### config.mk
export PLATFORM = sky130hd
export DESIGN_NAME = tjrpu_wb_regs
export DESIGN_NICKNAME = d
export VERILOG_FILES = /design/src/rtl/tjrpu_wb_regs.sv
export SDC_FILE = /design/constraint.sdc
export NUM_CORES = 1
export LEC_CHECK = 0
export BUFFER_PORTS_ARGS = -buffer_cell sky130_fd_sc_hd__buf_2
export CAP_MARGIN = 20
export CELL_PAD_IN_SITES_DETAIL_PLACEMENT = 0
export CELL_PAD_IN_SITES_GLOBAL_PLACEMENT = 2
export CORE_ASPECT_RATIO = 1.1
export CORE_MARGIN = 5
export CORE_UTILIZATION = 39
export DETAILED_ROUTE_END_ITERATION = 8
export PLACE_DENSITY_LB_ADDON = 0.1
export SETUP_SLACK_MARGIN = 0.15
export SYNTH_ARGS = -nofsm -noshare
export SYNTH_HDL_FRONTEND = slang
export SYNTH_SLANG_ARGS = --single-unit
export TNS_END_PERCENT = 100
### constraint.sdc
create_clock -name wb_clk_i -period 7.9 [get_ports wb_clk_i]
set_input_delay 0 -clock wb_clk_i [delete_from_list [all_inputs] [get_ports wb_clk_i]]
set_output_delay 0 -clock wb_clk_i [all_outputs]
set_load 0.05 [all_outputs]
### src/rtl/tjrpu_wb_regs.sv
// tjrpu_wb_regs: Wishbone classic slave holding the tjrpu control/status registers.
// Terminates the Caravel management bus and provides the following:
// - 16 user pads: io_out, io_oeb and a synchronised io_in.
// - Three maskable user interrupts.
// - A host-to-core mailbox FIFO with first-word fall-through.
// Ports:
//   wb_clk_i, wb_rst_i      clock, asynchronous active-high reset
//   wbs_*                   Wishbone classic slave (1-cycle registered ack)
//   io_in/io_out/io_oeb     pad input, pad output, active-low output enable
//   irq                     user interrupts (IRQ_STAT & IRQ_EN, registered)
//   core_run, core_srst     core run enable, one-cycle soft reset pulse
//   core_event              single-cycle event pulse from the core
//   mbox_data/valid/ready   mailbox head word and pop handshake
module tjrpu_wb_regs #(
  parameter logic [31:0] BASE_ADDR  = 32'h3000_0000,
  parameter logic [31:0] ADDR_MASK  = 32'hFFFF_FF00,
  parameter int unsigned NIO        = 16,
  parameter int unsigned MBOX_DEPTH = 4
) (
  input  logic            wb_clk_i,
  input  logic            wb_rst_i,
  input  logic            wbs_cyc_i,
  input  logic            wbs_stb_i,
  input  logic            wbs_we_i,
  input  logic [3:0]      wbs_sel_i,
  input  logic [31:0]     wbs_adr_i,
  input  logic [31:0]     wbs_dat_i,
  output logic            wbs_ack_o,
  output logic [31:0]     wbs_dat_o,
  input  logic [NIO-1:0]  io_in,
  output logic [NIO-1:0]  io_out,
  output logic [NIO-1:0]  io_oeb,
  output logic [2:0]      irq,
  output logic            core_run,
  output logic            core_srst,
  input  logic            core_event,
  output logic [31:0]     mbox_data,
  output logic            mbox_valid,
  input  logic            mbox_ready
);

  localparam int unsigned PW = $clog2(MBOX_DEPTH);
  localparam int unsigned CW = PW + 1;
  localparam logic [CW-1:0] CntFull = CW'(MBOX_DEPTH);
  localparam logic [CW-1:0] CntOne  = CW'(1);

  localparam logic [5:0] OffCtrl   = 6'h00;
  localparam logic [5:0] OffGpOut  = 6'h01;
  localparam logic [5:0] OffGpOe   = 6'h02;
  localparam logic [5:0] OffGpIn   = 6'h03;
  localparam logic [5:0] OffIrqSt  = 6'h04;
  localparam logic [5:0] OffIrqEn  = 6'h05;
  localparam logic [5:0] OffPush   = 6'h06;
  localparam logic [5:0] OffMstat  = 6'h07;

  logic            r_ack;
  logic [31:0]     r_dat;
  logic            r_run, r_srst;
  logic [NIO-1:0]  r_gpio_out, r_gpio_oe;
  logic [NIO-1:0]  r_sync1, r_sync2;
  logic            r_in0_prev;
  logic [2:0]      r_irq_stat, r_irq_en, r_irq;
  logic [31:0]     r_mem [MBOX_DEPTH];
  logic [PW-1:0]   r_wptr, r_rptr;
  logic [CW-1:0]   r_cnt;
  logic            r_ovf;

  logic            w_win, w_acc, w_wr, w_rd;
  logic [5:0]      w_off;
  logic [NIO-1:0]  w_bmask;
  logic [31:0]     w_rdata;
  logic            w_edge, w_full, w_pop, w_push_req, w_push, w_ovf_set, w_ovf_clr;
  logic            w_pop_empty;
  logic [2:0]      w_irq_set, w_irq_clr;
  logic [CW-1:0]   w_cnt_d;
  logic            w_unused;

  assign w_win = (wbs_adr_i & ADDR_MASK) == BASE_ADDR;
  // Blocking on r_ack forces a dead cycle between back-to-back transfers.
  assign w_acc = wbs_cyc_i & wbs_stb_i & ~r_ack & w_win;
  assign w_wr  = w_acc & wbs_we_i;
  assign w_rd  = w_acc & ~wbs_we_i;
  assign w_off = wbs_adr_i[7:2];

  // Per-bit write enable from the byte selects (NIO <= 32).
  for (genvar b = 0; b < NIO; b++) begin : g_bmask
    assign w_bmask[b] = wbs_sel_i[b / 8];
  end

  // Some select lanes have no register behind them when NIO is small.
  assign w_unused = ^wbs_sel_i;

  // Rising edge of the synchronised pad 0; prev resets to 0 with the sync flops,
  // so the first post-reset cycle always compares 0 against 0.
  assign w_edge = r_sync2[0] & ~r_in0_prev;

  // Mailbox FIFO control.
  assign w_full      = r_cnt == CntFull;
  assign w_pop       = (r_cnt != '0) & mbox_ready;
  assign w_push_req  = w_wr & (w_off == OffPush);
  // A full FIFO still accepts a push when the head leaves in the same cycle.
  assign w_push      = w_push_req & (~w_full | w_pop);
  assign w_ovf_set   = w_push_req & w_full & ~w_pop;
  assign w_ovf_clr   = w_wr & (w_off == OffMstat) & wbs_sel_i[1] & wbs_dat_i[8];
  assign w_pop_empty = w_pop & ~w_push & (r_cnt == CntOne);

  always_comb begin
    w_cnt_d = r_cnt;
    if (w_push && !w_pop) w_cnt_d = r_cnt + CntOne;
    else if (!w_push && w_pop) w_cnt_d = r_cnt - CntOne;
  end

  assign w_irq_set = {w_pop_empty, core_event, w_edge};
  assign w_irq_clr = (w_wr && w_off == OffIrqSt) ? (wbs_dat_i[2:0] & w_bmask[2:0]) : 3'b000;

  always_comb begin
    w_rdata = '0;
    unique case (w_off)
      OffCtrl:  w_rdata[0] = r_run;
      OffGpOut: w_rdata[NIO-1:0] = r_gpio_out;
      OffGpOe:  w_rdata[NIO-1:0] = r_gpio_oe;
      OffGpIn:  w_rdata[NIO-1:0] = r_sync2;
      OffIrqSt: w_rdata[2:0] = r_irq_stat;
      OffIrqEn: w_rdata[2:0] = r_irq_en;
      OffMstat: begin
        w_rdata[CW-1:0] = r_cnt;
        w_rdata[8]      = r_ovf;
      end
      default:  w_rdata = '0;
    endcase
  end

  always_ff @(posedge wb_clk_i or posedge wb_rst_i) begin
    if (wb_rst_i) begin
      r_ack      <= 1'b0;
      r_dat      <= '0;
      r_run      <= 1'b0;
      r_srst     <= 1'b0;
      r_gpio_out <= '0;
      r_gpio_oe  <= '0;
      r_sync1    <= '0;
      r_sync2    <= '0;
      r_in0_prev <= 1'b0;
      r_irq_stat <= '0;
      r_irq_en   <= '0;
      r_irq      <= '0;
      r_wptr     <= '0;
      r_rptr     <= '0;
      r_cnt      <= '0;
      r_ovf      <= 1'b0;
      for (int unsigned i = 0; i < MBOX_DEPTH; i++) r_mem[i] <= '0;
    end else begin
      r_ack <= w_acc;
      r_dat <= w_rd ? w_rdata : '0;

      if (w_wr && w_off == OffCtrl && wbs_sel_i[0]) r_run <= wbs_dat_i[0];
      r_srst <= w_wr & (w_off == OffCtrl) & wbs_sel_i[0] & wbs_dat_i[1];

      if (w_wr && w_off == OffGpOut)
        r_gpio_out <= (r_gpio_out & ~w_bmask) | (wbs_dat_i[NIO-1:0] & w_bmask);
      if (w_wr && w_off == OffGpOe)
        r_gpio_oe <= (r_gpio_oe & ~w_bmask) | (wbs_dat_i[NIO-1:0] & w_bmask);
      if (w_wr && w_off == OffIrqEn)
        r_irq_en <= (r_irq_en & ~w_bmask[2:0]) | (wbs_dat_i[2:0] & w_bmask[2:0]);

      r_sync1    <= io_in;
      r_sync2    <= r_sync1;
      r_in0_prev <= r_sync2[0];

      // Set has priority over a coincident write-1-to-clear.
      r_irq_stat <= (r_irq_stat & ~w_irq_clr) | w_irq_set;
      r_irq      <= r_irq_stat & r_irq_en;

      if (w_push) begin
        r_mem[r_wptr] <= wbs_dat_i;
        r_wptr        <= r_wptr + 1'b1;
      end
      if (w_pop) r_rptr <= r_rptr + 1'b1;
      r_cnt <= w_cnt_d;
      r_ovf <= (r_ovf & ~w_ovf_clr) | w_ovf_set;
    end
  end

  assign wbs_ack_o  = r_ack;
  assign wbs_dat_o  = r_dat;
  assign io_out     = r_gpio_out;
  assign io_oeb     = ~r_gpio_oe;
  assign irq        = r_irq;
  assign core_run   = r_run;
  assign core_srst  = r_srst;
  assign mbox_data  = r_mem[r_rptr];
  assign mbox_valid = r_cnt != '0;

endmodule
Yosys cells after proc, flatten, opt, wreduce, memory -nomap -nowiden
Cells that the tools add are included.

Bits in registers: 229. Bits of input ports: 91. Output and inout port bits: 103. Logic and storage cells: 112.

$add $sub $neg: 4. Order comparisons: 3. Eq/ne operators: 10. Muxes and demuxes: 15. Bitwise gates (word level): 46. Reductions and logical operators: 14.

Operators by type and width (count): $bwmux 128 (1); $mux 32 (3); $bmux 32 s2 (1); $demux 32 s2 (1); $and 16x16->16 (3); $not 16->16 (2); $or 16x16->16 (2); $eq 24x22->1 const B (1); $eq 6x3->1 const B (4); $pmux 7 s3 (1); $and 1x1->1 (20); $mux 16 (1); $pmux 5 s3 (1); $and 3x3->3 (4); $eq 6x2->1 const B (2); $pmux 2 s6 (1); $logic_and 1x1->1 (9); $mux 3 (3); $not 1->1 (7); $pmux 1 s7 (1); $eq 6x1->1 const B (1); $ge 3x3->1 const B (2); $logic_not 6->1 (1); $not 2->3 (2); other kinds (13) (18).

Logic depth before layout (Yosys ltp)
Depth in word-level cells: 10. Depth in mapped cells: 9. Mapped depth without buffers: 9.

Worst setup path before layout
Ideal clock, no wire load.

Path type: register -> register. From: register r_ack (netlist: wbs_ack_o). To: register r_cnt[2]. Setup time: 0.125 ns. Data arrival time: 2.322 ns. Required time: 7.775 ns. Path slack: 5.453 ns. Cell stages (with the launch flop): 9. Buffers on the path: 1. Period minus slack after synthesis: 2.447 ns. Cells stage by stage: dfrtp_1 > and4bb_2 > nand4_4 > buf_2 > nor3_2 > ha_1 > mux2i_1 > nor2_1 > xor2_1.

Cells in the longest elaborated chain, start to end: 9. Elaborated cells between the ends (all ways): 11. Classes of those cells: mux (1); bitwise (6); reduce/logical (4).

Ends and longest elaborated chain: start, declared (RTL line 56) `logic r_ack;`; start signal, assigned (RTL line 153) `r_ack <= w_acc;`; $not 1->1 (*) (RTL line 80) `assign w_acc = wbs_cyc_i & wbs_stb_i & ~r_ack & w_win;`; $and 1x1->1 (*) (2 in series) (RTL line 80); $and 1x1->1 (*) (RTL line 81) `assign w_wr = w_acc & wbs_we_i;`; $and 1x1->1 (*) (RTL line 100) `assign w_push_req = w_wr & (w_off == OffPush);`; $and 1x1->1 (*) (RTL line 102) `assign w_push = w_push_req & (~w_full | w_pop);`; via w_push (RTL line 72) `logic w_edge, w_full, w_pop, w_push_req, w_push, w_ovf_set, w_ovf_clr;`; $logic_not 1->1 (RTL line 110) `else if (!w_push && w_pop) w_cnt_d = r_cnt - CntOne;`; $logic_and 1x1->1 (RTL line 110); $reduce_bool 2->1 (no source line); end signal, assigned (RTL line 179) `r_cnt <= w_cnt_d;`; end, declared (RTL line 65) `logic [CW-1:0] r_cnt;`.

Mark *: on every way through the listed nets, which the timed path passes. The rest lies on a longest branch. A chain may end at the register's enable or synchronous reset.

Worst setup path in the final report
From: register r_ack (netlist: wbs_ack_o). To: register r_mem[63] in the netlist's numbering.

Cells in the longest elaborated chain, start to end: 6.

Ends and longest elaborated chain: $not 1->1 (RTL line 80); $and 1x1->1 (2 in series) (RTL line 80); $and 1x1->1 (RTL line 81); $and 1x1->1 (RTL line 100); $and 1x1->1 (RTL line 102); end signal, assigned by index (RTL line 175) `r_mem[r_wptr] <= wbs_dat_i;`; end, declared (RTL line 63) `logic [31:0] r_mem [MBOX_DEPTH];`.

Every way passes these cells.

==> reports/metrics.yaml <==
max_cap_viol_count: 0
grt_pass1_wl_um: 39500
tns_ns: 0
switching_share_pct: 21.9
clkLatencyLatePin_ns: 0.53
finalCritPeriodShare_pct: 38.8
n_antenna_cell: 0
start_util_pct: 39.5
grt_max_degree: 155
vias: 6198
yosys_warnings: 0
vdd_ir_drop_max_mv: 0.137
min_period_ns: 3.07
cts_tree: "done"
synthCells: 646
drt_iter0_markers: 194
p_switching_uw: 540
antenna_found_initial: 0
synth-edff-count: 0
fin_cells: 1246
fmax_mhz: 326
postCtsSetupRepairBufs: 0
holdCritPathClass: "input pin to flip-flop"
ys.flop_type: "dfrtp_1"
num_io_pins: 194
slew_headroom_pct: 34.1
ant_nets: 0
vias_per_cell: 4.97
synth_area_leader_cell: "dfrtp_1"
synth_area_sq_um: 9970
synth-seq-area-share_pct: 57.5
finalSetupViolations: 0
fillers: 2223
combPwrFrac_pct: 5.1
h-tree-depth: 1
drive_above_1_share_pct: 43.9
dieArea_sq_um: 28900
grt_pass1_vias: 7064
routed_wl_um: 24400
cp_max_fo: 22
worst_ep_arrival_time_ns: 3.47
die_h_um: 178
hold-worst-slack_ns: 0.0267
async_flop_share_pct: 100
dp_hpwl_um: 16000
p_clk_share_pct: 46.9
placementRows: 61
critPathKind: "flip-flop to flip-flop"
synth.distinct_cells: 47
ys_ff_latch: 229
dp_cells: 1138
pwr-share-seq_pct: 48.1
internal_power_mw: 1.92
power.leakage_nw: 6.32
nets: 982
grt_use_total_pct: 17.2
drc_errors: 0
tritoncts.num_buffers: 26
core_sq_um: 25300
cp-start-kind: "flip-flop"
syn2layout_area_growth_pct: 26.2
tightestPinTransition_ns: 0.989
port_buffers: 173
drt_first_pass_iters: 4
cts_root_buf: "clkbuf_16"
fp.dieW_um: 162
gp_congestion: 0.757
crit_path_end_kind: "flip-flop"
clock_sinks: 229
avgSynthCellArea_sq_um: 15.4
crit_required_ns: 8.30
drv_slew: 0
rsz0062_at_grt: "no"
ctsLongestPathBuffers: 3
status: "complete, no violations"
skew_ns: 0.0167
finalHoldViolCount: 0
grt-ovfl-total: 0
wl_per_cell_um: 19.6
clk_pin_slew_ns: 0.06
synth_top_cell_area_share_pct: 57.5
power_density_nw_per_um2: 196
synth.area.top_cells: "dfrtp_1, mux2_2, mux4_2"
[cells in the final DEF (no fill, tap or decap), types with 4 or more instances in the layout]
cell type and n:
mux2_4 5, nor4_4 8, a22oi_1 16, clkbuf_1 9
mux4_2 33, ha_1 10, clkinv_2 4, inv_1 32
mux2_1 60, nand3_1 7, buf_4 7, mux2_2 114
buf_2 173, mux2i_1 5, clkbuf_16 26, nor2_1 16
dfrtp_1 227, clkbuf_8 6, xnor2_1 4, nand2_1 4
dlygate4sd3_1 60, conb_1 16, o41ai_1 4, nor3_1 5
[final cells by class]
type | instances | area, sq um | share of cell area [%]
clock inverters | 6 | 66.3 | 0.527
flip-flops and latches | 229 | 5730 | 45.6
clock buffers | 41 | 767 | 6.10
multi-input cells | 350 | 3910 | 31.0
well taps | 346 | 433 | 3.44
inverters | 33 | 131 | 1.04
repair buffers | 241 | 1550 | 12.3
[metrics by stage]
step | utilization, % | area, sq um | setup WS (ns) | total power [mW]
after floorplan | - | 10000 | 1.62 | 1.26
after global placement | 44.0 | 11100 | 4.71 | 1.30
after detailed placement | 44.0 | 11100 | 4.71 | 1.31
after CTS | 49.7 | 12500 | 4.75 | 2.51
after global routing | 49.8 | 12600 | 4.62 | 2.57
final | 49.8 | 12600 | 4.83 | 2.46
[cell families after synthesis]
| family | after synthesis | share of synthesized area, % |
|---|---|---|
| flip-flops | 229 | 57.5 |
| multiplexers | 217 | 28.4 |
| buffers and inverters | 82 | 3.90 |
| AND/OR/NAND/NOR | 72 | 6.23 |
| AO/OA/AOI/OAI | 29 | 2.18 |
| adder cells (fa/ha/maj) | 10 | 1.26 |
| XOR/XNOR | 6 | 0.527 |
| other | 1 | 0.0376 |
[metal layers]
metal  routed length [um]  up-vias  global-route usage (%)
met1                10100     3205                    21.7
li1                     -     2777                       -
met4                  413        0                    4.27
met5                    0        -                       0
met3                 1570       33                    3.76
met2                12400      183                    30.0
[cells in the mapped netlist (2+ instances only)]
library cell,count
dfrtp_1,229
mux2_2,114
mux2_1,60
inv_1,33
mux4_2,33
buf_2,17
a22oi_1,16
buf_4,16
nor2_1,16
clkbuf_1,13
ha_1,10
nor4_4,8
nand3_1,7
mux2_4,5
mux2i_1,5
nor3_1,5
nand2_1,4
o41ai_1,4
xnor2_1,4
and2_1,3
buf_1,3
nand4_1,3
nor4_1,3
nor4_2,3
o21ai_0,3
and4bb_2,2
nand2b_1,2
nand3b_1,2
nand4_4,2
nor2b_1,2
nor3_4,2
xor2_1,2
[worst max-delay path, stage by stage (launching register included)]
cell and delay (ns):
dfrtp_1 0.37, and4bb_2 0.32, nand4_4 0.38, nor4_4 0.98, buf_4 0.50, mux2_2 0.38
[worst paths after layout]
path / end / from / depth (start not counted) / slack (ns)
setup / recovery: r_mem[63]$_DFFE_PP0P_ / wbs_ack_o$_DFF_PP0_ / 5 / 4.83
hold / removal: wbs_dat_o[0]$_DFF_PP0_ / wbs_adr_i[5] / 4 / 0.03
setup reg to reg: r_mem[63]$_DFFE_PP0P_ / wbs_ack_o$_DFF_PP0_ / 5 / 4.83
hold reg to reg: r_sync2[0]$_DFF_PP0_ / r_sync1[0]$_DFF_PP0_ / 0 / 0.35
max in group asynchronous: asynchronous set/reset pin / wb_rst_i / 6 / 5.48
min in group asynchronous: r_sync2[8]$_DFF_PP0_ / wb_rst_i / 4 / 0.56
[power groups by stage]
stage / Combinational [mW] / Sequential, mW / Clock [mW]
global route: 0.139 / 1.18 / 1.24
global placement: 0.0994 / 1.20 / 0
CTS: 0.126 / 1.18 / 1.20
finish: 0.125 / 1.18 / 1.15
floorplan: 0.0596 / 1.20 / 0
detailed placement: 0.103 / 1.21 / 0
[timing repair]
item,in CTS,in global routing
endpoints found under the hold margin,344,1
hold buffers,59,1
resized for setup,0,0
Power figures use the tool's default switching activity.
